--- src/rtl/imem_arb_pkg.sv ---
`default_nettype none
// ---------------------------------------------------------------------------
// imem_arb_pkg : shared encodings and sizing helper for imem_port_arbiter
// Rev 1.0
// ---------------------------------------------------------------------------
package imem_arb_pkg;

  localparam logic [0:0] S_FETCH_PRI = 1'b0;
  localparam logic [0:0] S_LOAD_PRI  = 1'b1;

  typedef enum logic {
    OWN_FETCH = 1'b0,
    OWN_LOAD  = 1'b1
  } owner_e;

  // Counter only has to hold 0..limit-1; keep at least one bit for limit = 1.
  function automatic int starve_cnt_width(input int limit);
    int w;
    w = $clog2(limit);
    return (w < 1) ? 1 : w;
  endfunction

endpackage
`default_nettype wire

--- src/rtl/imem_rsp_pipe.sv ---
`default_nettype none
// ---------------------------------------------------------------------------
// imem_rsp_pipe : two-stage valid/owner shift register steering read responses
// Rev 1.0
// ---------------------------------------------------------------------------
module imem_rsp_pipe
  import imem_arb_pkg::*;
(
  input  logic clk_i,
  input  logic rst_i,
  input  logic issue_i,
  input  logic owner_i,
  output logic fetch_rvalid_o,
  output logic load_rvalid_o
);

  logic   rsp_valid_q, rsp_valid_d;
  owner_e rsp_owner_q, rsp_owner_d;
  logic   dat_valid_q, dat_valid_d;
  owner_e dat_owner_q, dat_owner_d;

  always_comb begin
    rsp_valid_d = issue_i;
    rsp_owner_d = owner_e'(owner_i);
    dat_valid_d = rsp_valid_q;
    dat_owner_d = rsp_owner_q;
  end

  always_ff @(posedge clk_i) begin
    if (rst_i) begin
      rsp_valid_q <= 1'b0;
      rsp_owner_q <= OWN_FETCH;
      dat_valid_q <= 1'b0;
      dat_owner_q <= OWN_FETCH;
    end else begin
      rsp_valid_q <= rsp_valid_d;
      rsp_owner_q <= rsp_owner_d;
      dat_valid_q <= dat_valid_d;
      dat_owner_q <= dat_owner_d;
    end
  end

  // Masking with reset keeps a response from escaping in the reset cycle itself.
  assign fetch_rvalid_o = dat_valid_q && (dat_owner_q == OWN_FETCH) && !rst_i;
  assign load_rvalid_o  = dat_valid_q && (dat_owner_q == OWN_LOAD)  && !rst_i;

endmodule
`default_nettype wire

--- src/rtl/imem_port_arbiter.sv ---
`default_nettype none
// ---------------------------------------------------------------------------
// imem_port_arbiter : fetch/loader arbiter for the single-port instruction memory
// Rev 1.0
// ---------------------------------------------------------------------------
module imem_port_arbiter
  import imem_arb_pkg::*;
#(
  parameter int ADDR_BITS    = 8,
  parameter int DATA_WIDTH   = 32,
  parameter int STARVE_LIMIT = 4
) (
  input  logic                   clk_i,
  input  logic                   rst_i,
  input  logic                   fetch_req_i,
  input  logic [ADDR_BITS-1:0]   fetch_addr_i,
  output logic                   fetch_gnt_o,
  output logic                   fetch_rvalid_o,
  output logic [DATA_WIDTH-1:0]  fetch_rdata_o,
  input  logic                   load_req_i,
  input  logic                   load_we_i,
  input  logic                   load_lock_i,
  input  logic [ADDR_BITS-1:0]   load_addr_i,
  input  logic [DATA_WIDTH-1:0]  load_wdata_i,
  output logic                   load_gnt_o,
  output logic                   load_rvalid_o,
  output logic [DATA_WIDTH-1:0]  load_rdata_o,
  output logic                   mem_we_o,
  output logic [ADDR_BITS/2-1:0] mem_x_addr_o,
  output logic [ADDR_BITS/2-1:0] mem_y_addr_o,
  output logic [DATA_WIDTH-1:0]  mem_wdata_o,
  input  logic [DATA_WIDTH-1:0]  mem_rdata_i
);

  localparam int                 c_half       = ADDR_BITS / 2;
  localparam int                 c_cnt_w      = starve_cnt_width(STARVE_LIMIT);
  localparam logic [c_cnt_w-1:0] c_starve_max = c_cnt_w'(STARVE_LIMIT - 1);

  logic [0:0]            state_q, state_d;
  logic [c_cnt_w-1:0]    starve_q, starve_d;
  logic [c_cnt_w-1:0]    starve_inc;
  logic                  starve_hit;
  logic                  load_deny;
  logic                  fetch_gnt, load_gnt, any_gnt;
  logic [ADDR_BITS-1:0]  win_addr;
  logic [c_half-1:0]     x_addr_q, x_addr_d;
  logic [c_half-1:0]     y_addr_q, y_addr_d;
  logic [DATA_WIDTH-1:0] wdata_q, wdata_d;
  logic                  we_q, we_d;
  logic                  rd_issue;

  always_comb begin
    fetch_gnt = 1'b0;
    load_gnt  = 1'b0;
    if (!rst_i) begin
      if (state_q == S_LOAD_PRI) begin
        load_gnt  = load_req_i;
        fetch_gnt = fetch_req_i && !load_req_i;
      end else begin
        fetch_gnt = fetch_req_i;
        load_gnt  = load_req_i && !fetch_req_i;
      end
    end
  end

  // Forcing triggers on the denial that brings the counter to its ceiling,
  // so the loader waits STARVE_LIMIT-1 denied cycles before it takes over.
  always_comb begin
    load_deny  = load_req_i && !load_gnt;
    starve_inc = (starve_q == c_starve_max) ? starve_q : starve_q + c_cnt_w'(1);
    starve_d   = load_deny ? starve_inc : '0;
    starve_hit = load_deny && (starve_inc == c_starve_max);

    state_d = state_q;
    case (state_q)
      S_FETCH_PRI: begin
        if (load_req_i && (load_lock_i || starve_hit)) begin
          state_d = S_LOAD_PRI;
        end
      end
      S_LOAD_PRI: begin
        if (!load_req_i || (load_gnt && !load_lock_i)) begin
          state_d = S_FETCH_PRI;
        end
      end
      default: state_d = S_FETCH_PRI;
    endcase
  end

  always_comb begin
    any_gnt  = fetch_gnt || load_gnt;
    win_addr = load_gnt ? load_addr_i : fetch_addr_i;
    x_addr_d = any_gnt ? win_addr[ADDR_BITS-1:c_half] : x_addr_q;
    y_addr_d = any_gnt ? win_addr[c_half-1:0]         : y_addr_q;
    wdata_d  = any_gnt ? load_wdata_i                 : wdata_q;
    we_d     = load_gnt && load_we_i;
    rd_issue = fetch_gnt || (load_gnt && !load_we_i);
  end

  always_ff @(posedge clk_i) begin
    if (rst_i) begin
      state_q  <= S_FETCH_PRI;
      starve_q <= '0;
      x_addr_q <= '0;
      y_addr_q <= '0;
      wdata_q  <= '0;
      we_q     <= 1'b0;
    end else begin
      state_q  <= state_d;
      starve_q <= starve_d;
      x_addr_q <= x_addr_d;
      y_addr_q <= y_addr_d;
      wdata_q  <= wdata_d;
      we_q     <= we_d;
    end
  end

  imem_rsp_pipe u_rsp_pipe (
    .clk_i          (clk_i),
    .rst_i          (rst_i),
    .issue_i        (rd_issue),
    .owner_i        (load_gnt),
    .fetch_rvalid_o (fetch_rvalid_o),
    .load_rvalid_o  (load_rvalid_o)
  );

  assign fetch_gnt_o   = fetch_gnt;
  assign load_gnt_o    = load_gnt;
  assign mem_we_o      = we_q && !rst_i;
  assign mem_x_addr_o  = x_addr_q;
  assign mem_y_addr_o  = y_addr_q;
  assign mem_wdata_o   = wdata_q;
  assign fetch_rdata_o = mem_rdata_i;
  assign load_rdata_o  = mem_rdata_i;

endmodule
`default_nettype wire

--- config.mk ---
export PLATFORM = sky130hd
export DESIGN_NAME = imem_port_arbiter
export DESIGN_NICKNAME = d
export VERILOG_FILES = /design/src/rtl/imem_arb_pkg.sv /design/src/rtl/imem_rsp_pipe.sv /design/src/rtl/imem_port_arbiter.sv
export SDC_FILE = /design/constraint.sdc
export NUM_CORES = 1
export LEC_CHECK = 0
export CELL_PAD_IN_SITES_DETAIL_PLACEMENT = 0
export CELL_PAD_IN_SITES_GLOBAL_PLACEMENT = 1
export CORE_MARGIN = 1.5
export CORE_UTILIZATION = 19
export DETAILED_ROUTE_END_ITERATION = 10
export GPL_ROUTABILITY_DRIVEN = 0
export GPL_TIMING_DRIVEN = 0
export PLACE_DENSITY_LB_ADDON = 0.1
export SETUP_SLACK_MARGIN = 0.02
export SYNTH_ARGS = -nofsm -noshare
export SYNTH_HDL_FRONTEND = slang
export SYNTH_HIERARCHICAL = 1
export SYNTH_SLANG_ARGS = --single-unit
--- constraint.sdc ---
create_clock -name clk_i -period 1.1 [get_ports clk_i]
set_input_delay 0.22 -clock clk_i [delete_from_list [all_inputs] [get_ports clk_i]]
set_output_delay 0.22 -clock clk_i [all_outputs]
set_load 0.05 [all_outputs]
**Word-level counts from Yosys, hierarchy flattened**

Cells that the tools add are included.

- Register bits after elaboration: 48
- Input port bits: 86
- Output and inout bits: 109

- $add $sub $neg: 1
- Eq/ne operators: 2
- Muxes and demuxes: 9
- Bitwise operators: 3
- Reduce and logical (&&, ||, !) cells: 24

Operator list:

| kind | count |
|---|---|
| logical AND 1 bit | 13 |
| 2-to-1 mux 8 bit | 1 |
| logical NOT 1 bit | 6 |
| 2-to-1 mux 1 bit | 6 |
| == test 2 bit, second input constant | 2 |
| logical OR 1 bit | 4 |
| inverter 1 bit | 3 |
| adder 2 x 1 -> 2 bit, second input constant | 1 |
| 2-to-1 mux 2 bit | 1 |
| case mux 1 bit (2 select lines) | 1 |
| OR reduction 2 bit | 1 |

**Logic depth before layout (Yosys ltp)**

- Depth after elaboration: 11
- Depth in mapped cells: 6
- Gate-level depth less buffers: 4

**Cells and area by module**

The synthesis kept the hierarchy.

Modules (own cells, without submodules):

| module | instances | cells each | area an instance (sq um) | seq. area each (sq um) |
|---|---|---|---|---|
| imem_port_arbiter | 1 | 262 | 2175.8 | 880.8 |
| imem_rsp_pipe | 1 | 10 | 132.6 | 80.1 |

**Worst setup path after synthesis**

OpenSTA, ideal clock, no wires.

- Path type: input to register
- From: input rst_i
- To: register u_rsp_pipe.rsp_valid_q (netlist: u_rsp_pipe/dat_valid_d)
- Arrival time: 2.054 ns
- Path slack: -1.011 ns
- Stages on the path: 5
- Buffers on the path: 2
- Cell sequence: buf_4 -> buf_6 -> a211oi_1 -> o21a_1 -> and2b_2

- Elaborated cells on any way between the ends: 4
- Those cells by class: 2 x mux; 2 x reduce/logical

RTL lines:

| element | line | source |
|---|---|---|
| from (decl) | imem_port_arbiter.sv:14 | `input logic rst_i,` |
| 2-to-1 mux 1 bit | imem_port_arbiter.sv:55 | `if (!rst_i) begin` |
| net fetch_gnt_o | imem_port_arbiter.sv:17 | `output logic fetch_gnt_o,` |
| logical OR 1 bit | imem_port_arbiter.sv:97 | `rd_issue = fetch_gnt \|\| (load_gnt && !load_we_i);` |
| net rd_issue | imem_port_arbiter.sv:50 | `logic rd_issue;` |
| to (signal assigned) | imem_rsp_pipe.sv:36 | `rsp_valid_q <= rsp_valid_d;` |
| to (decl) | imem_rsp_pipe.sv:17 | `logic rsp_valid_q, rsp_valid_d;` |

The timed path passes the listed nets, and every way through them passes these cells.
A chain may end at the register's enable or synchronous reset.

**Final worst setup path**

- From: register state_q
- To: output fetch_gnt_o

- Longest elaborated chain between the ends: 2

RTL lines:

| element | line | source |
|---|---|---|
| from (decl) | imem_port_arbiter.sv:39 | `logic [0:0] state_q, state_d;` |
| from (signal assigned) | imem_port_arbiter.sv:109 | `state_q <= state_d;` |
| 2-to-1 mux 1 bit | imem_port_arbiter.sv:56 | `if (state_q == S_LOAD_PRI) begin` |
| 2-to-1 mux 1 bit | imem_port_arbiter.sv:55 |  |
| to (decl) | imem_port_arbiter.sv:17 |  |

No other way between the ends.

==> qor.csv <==
stage,metric,value,unit
power_and_ir_drop,total power,5.240,mW
cells_and_area,number of fill cells,1249,
floorplanning,DIE AREA,12820,um^2
worst_setup_path,Crit. End Element,output port,
floorplanning,I/O pins,195,
grt,number of global-route vias before repair,2246,
worst_setup_path,R2R depth,3,
route,drt total wl,7.135,mm
floorplanning,Die Width,113.2,um
timing,Slew headroom,0.6663,
cells_and_area,footprint of the multi-input gates,803.3,um^2
synth,"top cells by area, synth","dfxtp_1, buf_4, nand2_1, a21oi_1, a221o_1",
grt,global-route wire length before repair,11.03,mm
worst_setup_path,critical path class,reg2out,
clock_tree,CTS Buffer Depth,2,
timing,post-layout min period,1.314,ns
route,First-pass DRT Iterations,4,
synth,synthesized flop and latch total,48,
place,Port Buf Inserts,161,
route,DRC,0,
min_path,Hold Path Stages,3,
clock_tree,clock-pin slew on the worst setup and hold paths,0.07,ns
timing,RSZ-0062 raised after global routing,yes,
synth,Cells after Synth,272,
clock_tree,TritonCTS Sinks,48,
synth,Yosys top cell area share,0.4163,
cells_and_area,layout cells sized above 1,0.3638,
synth,synth unique cells,25,
power_and_ir_drop,maximum vdd ir drop,604.8,uV
synth,most frequent cell after synthesis,buf_4,
synth,async set-reset flop share out of synthesis,0,
worst_setup_path,critical path launch point type,register,
power_and_ir_drop,leakage power,1.984,nW
synth,"Seq/Total Area, Yosys",0.4163,
timing,Pins Over Slew Limit,0,
timing,Final Cycle Share,1.194,
floorplanning,Initial Util,0.1938,
floorplanning,Rows,40,
worst_setup_path,WP data required,0.88,ns
timing,Final Hold Vio Count,0,
grt,initial antenna violation count,0,
synth,top post-synthesis cells by count,"buf_4, nand2_1, dfxtp_1",
route,final antenna-violating net count,0,
place,detailed placement HPWL,5.396,mm
synth,yosys warns,6,
route,Vias,2285,
synth,Post-synth EDFFs,0,
worst_setup_path,worst r2r src,state_q,
cells_and_area,net total in the final layout,533,
synth,Avg Inst Size Synth,8.487,um^2
floorplanning,Core Area,11910,um^2
power_and_ir_drop,Cell Pwr Density,1216,nW/um^2
cells_and_area,n_diodes,0,
flow_run,maxcap violations,0,
clock_tree,CTS tree,yes,
synth,synthesized area,2308,um^2
synth,Yosys top cell by area,dfxtp_1,
route,via-per-instance ratio,3.840,
clock_tree,Root Buffer,clkbuf_16,
place,Area after DPL,4159,um^2
floorplanning,Die H,113.2,um
timing,clk_skew,0.004239,ns
grt,maximum number of pins on one net before global-route repair,15,
cells_and_area,Synth-to-Final Area Change,86.67,%
synth,"Primary FF master, synth",dfxtp_1,
timing,Max Freq,761.3,MHz
timing,fin worst setup slack,-0.2136,ns
cells_and_area,register area,968.4,um^2
min_path,Tightest Hold Check Type,in2reg,
timing,setup violators final,12,
min_path,min-delay src,fetch_req_i,
run_status,status,"complete, but fails checks",
route,WL/cell,11.99,um
clock_tree,clock latency on the worst-skew pair,0.28,ns
worst_setup_path,critical path peak fanout,4,
worst_setup_path,reg-to-reg endpoint,mem_y_addr_o[3],
synth,total nets after synthesis,358,
clock_tree,cts bufs inserted,5,
run_status,failing checks,negative setup slack,
route,1st-iter DRT viols,67,
worst_setup_path,worst reg-to-reg setup slack,-0.05,ns
timing,Worst-Margin Slew,0.5025,ns
min_path,hold endpoint,starve_q[1],
grt,All-Layer GR Usage,0.1083,
cells_and_area,Final Cell Area,4309,um^2
grt,total grt overflow,0,
clock_tree,htree depth,2,
worst_setup_path,CP Data Arrival Time,1.09,ns
==> flip-flops by register name, indices dropped and copies added (netlist names) <==
register / flops
mem_wdata_o: 32
mem_x_addr_o: 4
mem_y_addr_o: 4
starve_q: 2
state_q: 1
u_rsp_pipe/dat_owner_d: 1
u_rsp_pipe/dat_owner_q: 1
u_rsp_pipe/dat_valid_d: 1
u_rsp_pipe/dat_valid_q: 1
we_q: 1
==> through the flow <==
stage,cells,setup WS (ns),setup TNS (ns),util,hold slack (ns)
finish,595,-0.2136,-0.7391,0.3618,0.2413
global placement,580,-1.491,-62.72,0.3492,0.4301
CTS,596,-0.2617,-1.749,0.3561,0.2296
global route,595,-0.2481,-1.302,0.3618,0.2574
floorplan,272,-0.2136,-1.592,-,0.3377
detailed placement,580,-1.497,-63.28,0.3492,0.4353
==> worst max-delay path, cell delays in order (launching register included) <==
cell,delay (ns)
dfxtp_4,0.37
a211oi_4,0.25
buf_6,0.19
==> timing repair <==
item,in CTS,in global routing
hold buffers,0,0
gates resized for setup,366,33
endpoints found under the setup margin,155,59
pin swaps,2,2
setup buffers,8,0
==> layout make-up <==
class                      instances  area share
tap                              147     0.04268
multi-input combinational        134      0.1864
inverter                          11    0.009582
sequential                        48      0.2247
buffer                            78      0.1429
clock buffer                       7     0.03310
timing repair buffer             169      0.3589
clock inverter                     1    0.001742
==> worst max-delay path by stage <==
stage,cells past startpoint,end,slack (ns),start
floorplan,4,u_rsp_pipe/dat_valid_d,-0.21,state_q
finish,2,fetch_gnt_o,-0.21,state_q
global placement,5,load_gnt_o,-1.49,rst_i
CTS,4,load_gnt_o,-0.26,state_q
detailed placement,5,load_gnt_o,-1.50,rst_i
global route,2,fetch_gnt_o,-0.25,state_q
==> per-layer routing <==
metal / share of wire / GRT usage / vias to the layer above
met5: 0 / 0 / -
li1: - / - / 1174
met2: 0.49 / 0.1830 / 104
met4: 0.0067 / 0.02250 / 0
met3: 0.078 / 0.03214 / 4
met1: 0.43 / 0.1370 / 1003
==> cells by family (layout without fill, tap and decap cells) <==
logic type             after synthesis  after routing  share of synthesized area
AO/OA/AOI/OAI                       54             54                     0.1566
buffers and inverters               90            266                     0.2699
flip-flops                          48             48                     0.4163
AND/OR/NAND/NOR                     80             80                     0.1572
==> power by group <==
| part | internal (mW) | switching (mW) | total, mW |
|---|---|---|---|
| Sequential | 1.83 | 0.0541 | 1.89 |
| Combinational | 0.705 | 1.10 | 1.80 |
| Clock | 0.906 | 0.640 | 1.55 |
| Total | 3.45 | 1.79 | 5.24 |
==> placed cells by master, fill, tap and decap left out, types with 6 or more instances in the layout <==
master and instances:
dfxtp_1 44, dlygate4sd2_1 64, buf_4 102, a21oi_1 32, nand2_1 65, buf_6 25, a221o_1 8, a2111oi_2 6
clkdlybuf4s50_1 50, inv_1 9
Note: power is estimated with default switching activity, not from simulation.
